`src/rtl/rca_lsu_arbiter.sv`:
```
// Arbitrates the single core LSU between the Taiga issue path and the RCA load/store queue.
// Ownership changes only after all in-flight loads have drained, so completions route by one issuer bit.
`timescale 1ns/1ps
module rca_lsu_arbiter #(
  parameter int XLEN            = 32,
  parameter int MAX_OUTSTANDING = 4
) (
  input  logic            clk,
  input  logic            rst,
  input  logic            core_req_valid,
  output logic            core_req_ready,
  input  logic [XLEN-1:0] core_rs1,
  input  logic [XLEN-1:0] core_rs2,
  input  logic [2:0]      core_fn3,
  input  logic            core_load,
  input  logic            core_store,
  input  logic            rca_lock,
  input  logic            rca_req_valid,
  output logic            rca_req_ready,
  input  logic [XLEN-1:0] rca_rs1,
  input  logic [XLEN-1:0] rca_rs2,
  input  logic [2:0]      rca_fn3,
  input  logic            rca_load,
  input  logic            rca_store,
  input  logic            lsu_ready,
  output logic            lsu_new_request,
  output logic [XLEN-1:0] lsu_rs1,
  output logic [XLEN-1:0] lsu_rs2,
  output logic [2:0]      lsu_fn3,
  output logic            lsu_load,
  output logic            lsu_store,
  input  logic            lsu_load_complete,
  input  logic [XLEN-1:0] lsu_load_data,
  output logic [XLEN-1:0] load_data,
  output logic            core_load_complete,
  output logic            rca_load_complete,
  output logic            rca_granted,
  output logic            unexpected_completion
);

  localparam int CNT_W = $clog2(MAX_OUTSTANDING + 1);
  localparam logic [CNT_W-1:0] CNT_MAX = CNT_W'(MAX_OUTSTANDING);
  localparam logic [CNT_W-1:0] CNT_ONE = CNT_W'(1);

  typedef enum logic [1:0] {
    CORE_OWN      = 2'd0,
    DRAIN_TO_RCA  = 2'd1,
    RCA_OWN       = 2'd2,
    DRAIN_TO_CORE = 2'd3
  } state_t;

  state_t           r_state;
  logic [CNT_W-1:0] r_count;
  logic             r_issuer;
  logic             r_rca_granted;
  logic             r_unexpected;

  logic w_full;
  logic w_count_zero;
  logic w_core_ready;
  logic w_rca_ready;
  logic w_issue_core;
  logic w_issue_rca;
  logic w_load_issue;
  logic w_cmp_valid;

  assign w_full       = (r_count == CNT_MAX);
  assign w_count_zero = (r_count == '0);

  // Readies are gated by rst so nothing leaks out while the machine is being reset.
  assign w_core_ready = ~rst & (r_state == CORE_OWN) & lsu_ready & ~rca_lock & ~w_full;
  assign w_rca_ready  = ~rst & (r_state == RCA_OWN) & lsu_ready & ~w_full;

  assign w_issue_core = core_req_valid & w_core_ready;
  assign w_issue_rca  = rca_req_valid & w_rca_ready;
  assign w_load_issue = (w_issue_core & core_load & ~core_store) |
                        (w_issue_rca & rca_load & ~rca_store);
  assign w_cmp_valid  = lsu_load_complete & ~w_count_zero;

  assign core_req_ready  = w_core_ready;
  assign rca_req_ready   = w_rca_ready;
  assign lsu_new_request = w_issue_core | w_issue_rca;

  always_comb begin
    lsu_rs1   = core_rs1;
    lsu_rs2   = core_rs2;
    lsu_fn3   = core_fn3;
    lsu_load  = core_load;
    lsu_store = core_store;
    if (r_state == RCA_OWN) begin
      lsu_rs1   = rca_rs1;
      lsu_rs2   = rca_rs2;
      lsu_fn3   = rca_fn3;
      lsu_load  = rca_load;
      lsu_store = rca_store;
    end
  end

  assign load_data             = lsu_load_data;
  assign core_load_complete    = ~rst & w_cmp_valid & ~r_issuer;
  assign rca_load_complete     = ~rst & w_cmp_valid & r_issuer;
  assign rca_granted           = r_rca_granted;
  assign unexpected_completion = r_unexpected;

  // A completion with nothing outstanding is not counted, only flagged.
  always_ff @(posedge clk) begin
    if (rst) begin
      r_count      <= '0;
      r_issuer     <= 1'b0;
      r_unexpected <= 1'b0;
    end else begin
      case ({w_load_issue, w_cmp_valid})
        2'b10:   r_count <= r_count + CNT_ONE;
        2'b01:   r_count <= r_count - CNT_ONE;
        default: r_count <= r_count;
      endcase
      if (w_load_issue)
        r_issuer <= w_issue_rca;
      if (lsu_load_complete & w_count_zero)
        r_unexpected <= 1'b1;
    end
  end

  always_ff @(posedge clk) begin
    if (rst) begin
      r_state       <= CORE_OWN;
      r_rca_granted <= 1'b0;
    end else begin
      case (r_state)
        CORE_OWN: begin
          if (rca_lock)
            r_state <= DRAIN_TO_RCA;
        end
        DRAIN_TO_RCA: begin
          if (!rca_lock) begin
            r_state <= CORE_OWN;
          end else if (w_count_zero) begin
            r_state       <= RCA_OWN;
            r_rca_granted <= 1'b1;
          end
        end
        RCA_OWN: begin
          if (!rca_lock) begin
            r_state       <= DRAIN_TO_CORE;
            r_rca_granted <= 1'b0;
          end
        end
        DRAIN_TO_CORE: begin
          if (w_count_zero)
            r_state <= CORE_OWN;
        end
        default: begin
          r_state       <= CORE_OWN;
          r_rca_granted <= 1'b0;
        end
      endcase
    end
  end

endmodule

```
`config.mk`:
```
export PLATFORM = sky130hd
export DESIGN_NAME = rca_lsu_arbiter
export DESIGN_NICKNAME = d
export VERILOG_FILES = /design/src/rtl/rca_lsu_arbiter.sv
export SDC_FILE = /design/constraint.sdc
export NUM_CORES = 1
export LEC_CHECK = 0
export ABC_AREA = 1
export BUFFER_PORTS_ARGS = -buffer_cell sky130_fd_sc_hd__buf_4
export CAP_MARGIN = 25
export CELL_PAD_IN_SITES_DETAIL_PLACEMENT = 1
export CELL_PAD_IN_SITES_GLOBAL_PLACEMENT = 1
export CORE_ASPECT_RATIO = 1.25
export CORE_MARGIN = 2
export CORE_UTILIZATION = 14
export DETAILED_ROUTE_END_ITERATION = 16
export GPL_TIMING_DRIVEN = 0
export HOLD_SLACK_MARGIN = 0.02
export PLACE_DENSITY_LB_ADDON = 0.2
export SYNTH_ARGS = -nofsm -noshare
export SYNTH_HDL_FRONTEND = slang
export SYNTH_SLANG_ARGS = --single-unit
```
`constraint.sdc`:
```
create_clock -name clk -period 2.3 [get_ports clk]
set_clock_uncertainty 0.05 [all_clocks]
set_input_delay 0.115 -clock clk [delete_from_list [all_inputs] [get_ports clk]]
set_output_delay 0.115 -clock clk [all_outputs]
set_load 0.05 [all_outputs]
```
---- After elaboration in Yosys (flattened, before gate mapping) ----
Index checks and enable logic that the tools add are counted.
storage, ports and cells
  flip-flop bits (word level) ............. 8
  bits of input ports ..................... 177
  output and inout bits ................... 108
  word-level logic and storage cells ...... 68
cells by class
  add/subtract/negate cells ............... 2
  equality and inequality tests ........... 12
  multiplexer cells ....................... 16
  bitwise logic cells ..................... 27
  reductions and logical operators ........ 6
operators by type and width
  kind                                                                   count
  32-bit 2-to-1 mux                                                      2
  1-bit AND                                                              18
  2-bit 2-to-1 mux                                                       5
  2-bit != test, second input constant                                   5
  2-bit case mux with 4 select lines                                     1
  4-bit AND reduction                                                    2
  1-bit inverter                                                         7
  2-bit equality test, second input constant                             3
  3-bit case mux with 2 select lines                                     1
  1-bit 2-to-1 mux                                                       5
  2-bit by 1-bit equality test with 1-bit output, second input constant  2
  2-bit nonzero test                                                     2
  3-bit by 1-bit adder with 3-bit output, second input constant          1
  3-bit equality test, second input constant                             1
  3-bit logical NOT                                                      1
  3-bit 2-to-1 mux                                                       1
  3-bit != test, second input constant                                   1
  3-bit by 1-bit subtractor with 3-bit output, second input constant     1
  2-bit logical NOT                                                      1
  1-bit OR                                                               2
  1-bit case mux with 2 select lines                                     1

---- Longest topological paths before layout ----
  word-level depth ........................ 11
  depth in mapped cells ................... 13
  gate-level depth less buffers ........... 13

---- Worst setup path before layout ----
OpenSTA, ideal clock, no wires.
  path kind ............................... reg2out
  start ................................... register r_state[0]
  end ..................................... output port lsu_load
  arrival time ............................ 1.813 ns
  path slack .............................. 0.322 ns
  stages on the path, launching flop included .. 6
  path buffers ............................ 2
  cell sequence ........................... dfxtp_1 inv_2 nand2_2 buf_6 buf_6 o21ai_0
on the way
  longest elaborated chain between the ends .. 2
ends and longest elaborated chain
  what                    RTL line  RTL
  from (decl)             52        state_t r_state;
  from (signal assigned)  126       r_state <= CORE_OWN;
  from (signal assigned)  132       r_state <= DRAIN_TO_RCA;
  from (signal assigned)  136       r_state <= CORE_OWN;
  2-bit equality test     90        if (r_state == RCA_OWN) begin
  1-bit 2-to-1 mux        90
  to (decl)               30        output logic lsu_load,
Every way passes these cells.

==> results.cfg <==
[synthesis]
netlist.area_leader.share_pct = 49.58
ys_types = 21
synth_top_cell_by_area = nand2_1
synth_edf_count = 0
synth.top_cells.by_area = nand2_1 (50%), buf_4 (16%), dfxtp_1 (9.8%), buf_6 (6.2%), inv_1 (3.4%)
syn_avg_cell_area_um2 = 5.001
synth_nets = 506
synth_most_common_cell = nand2_1
postSynthCellCount = 327
netlist_area_mm2 = 0.001635
ys_top_cells_by_count = nand2_1 (216), buf_4 (34), inv_1 (15)
synth_seq_cells = 8
synthArstFlopShare_pct = 0
yosysSeqAreaShare_pct = 9.793
synth_ff_type = dfxtp_1
yosysWarningCount = 0

[clock_network]
clkTransAtPathRegs_ns = 0.04
cts_buffers = 3
root_buffer = clkbuf_16
clk_latency_ns = 0.23
cts.path.max_buffers = 2
tritoncts = yes
htreeDepth = 1
cts_sinks = 8

[hold_path]
hold_path_startpoint = rst
hold_path.class = in2reg

[final_layout]
area_growth_pct = 131.4
finalNetCount = 763
multiInputGateArea_mm2 = 0.001035
fill_cells = 1524
seqCellArea_um2 = 161.4
drive_gt1_share_pct = 53.44
design_area_mm2 = 0.003784

[sta]
layout_setup_ws_ns = 0.2641
post-route-period-util_pct = 88.52
drv_slew = 0
fin_setup_tns_ns = 0
finalHoldViolCount = 0
relSlewSlack_pct = 85.14
worstMarginPinSlew_ns = 0.2206
min_period_ns = 2.036
fmax_mhz = 491.2
rsz0062_at_grt = no
setup-violations-final = 0

[floorplan]
initial_utilization_pct = 14.21
dieArea_mm2 = 0.01257
ios = 285
die_h_um = 124.8
num_rows = 44
die_w_um = 100.7
core_mm2 = 0.01151

[detailed_routing]
drt_iter0_markers = 45
vias = 2869
viasPerCell = 3.979
detail_route.wl_per_cell_um = 14.62
antenna_left = 0
route.detailed.drc = 0
dr.pass1.iters = 4
routed_wl_mm = 10.54

[place]
io_buffers = 252
hpwl_mm = 9.217
pre_cts_slack_ns = 0.1492
gp_congestion = 0.8060
placed_area_mm2 = 0.003700

[setup_path]
cpMostUsedCell = inv_1
endpoint_kind = register
path_max_fanout = 4
slowest_stage = fa_1
critPathMaxStageDelay_ns = 0.38
setup.worst_path.class = reg2reg
critPathBufInv = 3
start_kind = register
crit_chain = inv_1 > nand2_1 > nor2_1 > nand4_1 > nand2_1 > inv_1 > ha_1 > inv_1 > fa_1 > a21oi_1 > o21ai_1 > o21ai_1 > a21oi_1
critPathTopFamily = adder cells
required_ns = 2.37
worstPathArrival_ns = 2.10

[power_and_ir_drop]
power.total_mw = 1.724
irDropWorstVdd_uv = 396.1
p_leak_nw = 2.294
power_density_mw_per_mm2 = 455.6

[grt]
grt_pass1_wl_mm = 14.75
grt_max_degree = 11
first_global_vias = 2685
grt_usage_pct = 15.05
antenna_found_initial = 0
grt-ovfl-total = 0

[flow_run]
cap_violations = 0

[run_status]
status = finished, final reports clean
-- layer usage --
layer  vias up  part of all wire, %  track usage, %
li1       1455                    -               -
met3         9                  8.6           3.479
met5         -                    0               0
met2       126                   53           29.14
met4         0                  1.1           2.256
met1      1279                   37           16.45
-- worst reg2reg max path, stage by stage (launching register included) --
cell	delay (ns)
dfxtp_2	0.35
inv_1	0.06
nand2_1	0.11
nor2_1	0.05
nand4_1	0.15
nand2_1	0.07
inv_1	0.06
ha_1	0.14
inv_1	0.07
fa_1	0.38
a21oi_1	0.15
o21ai_1	0.10
o21ai_1	0.13
a21oi_1	0.05
-- logic make-up (layout without fill, tap and decap cells) --
kind of cell               Yosys count  in the layout  synth area share [%]
and+or+nand+nor                    236            236                 55.55
other                                0              1                     0
DFF                                  8              8                 9.793
buffers and inverters               65            320                 27.24
adders and majority gates            2              2                 1.989
AOI/OAI and AO/OA                   16             16                 5.433
-- per-stage QoR --
stage / hold slack, ns / utilization, % / std cells
floorplan: 0.1341 / - / 327
global placement: 0.2780 / 32.16 / 717
detailed placement: 0.2844 / 32.16 / 717
CTS: 0.04222 / 32.81 / 720
global route: 0.04811 / 32.86 / 720
finish: 0.02859 / 32.88 / 721
-- cell type report --
type / instances / share of cell area (%)
diodes: 1 / 0.06614
plain buffers: 47 / 9.954
clock buffers: 3 / 1.984
inverters: 18 / 1.819
multi-input cells: 254 / 27.35
flip-flops and latches: 8 / 4.266
well taps: 138 / 4.564
repair buffers: 252 / 50.00
-- final timing paths --
kind | end | slack [ns] | depth (start not counted)
min reg2reg | unexpected_completion$_SDFFE_PP0P_ | 0.42 | 1
min | register | 0.03 | 2
max | r_count[2]$_SDFFE_PP0P_ | 0.26 | 13
max reg2reg | r_count[2]$_SDFFE_PP0P_ | 0.26 | 13
-- where the power goes --
part	leakage [nW]	switching [mW]	internal (mW)
Clock	0.0370	0.0727	0.225
Combinational	2.19	0.807	0.466
Sequential	0.0657	0.00570	0.147
-- layout by cell type, fill, tap and decap left out --
cell type	netlist	final
o21a_1	1	1
clkbuf_16	0	3
diode_2	0	1
nand3_1	3	3
nand2_1	216	216
nor2_1	11	11
a21oi_2	1	1
nand4_1	2	2
o211ai_1	1	1
nor2_2	2	1
nor2_4	0	1
nand2_2	1	1
o21ai_0	6	4
o21ai_1	0	2
ha_1	1	1
buf_2	4	4
buf_6	9	9
inv_2	2	2
inv_1	15	15
a21oi_1	7	7
dfxtp_1	8	7
dfxtp_2	0	1
buf_4	34	286
fa_1	1	1
clkinv_2	1	1
nor3_2	1	1
-- what timing repair did --
item                                    4_1_cts  5_1_grt
endpoints found under the setup margin        0        1
hold buffers                                  0        0
buffers inserted                              0        0
resized for setup                             0        4
Power figures use the tool's default switching activity.
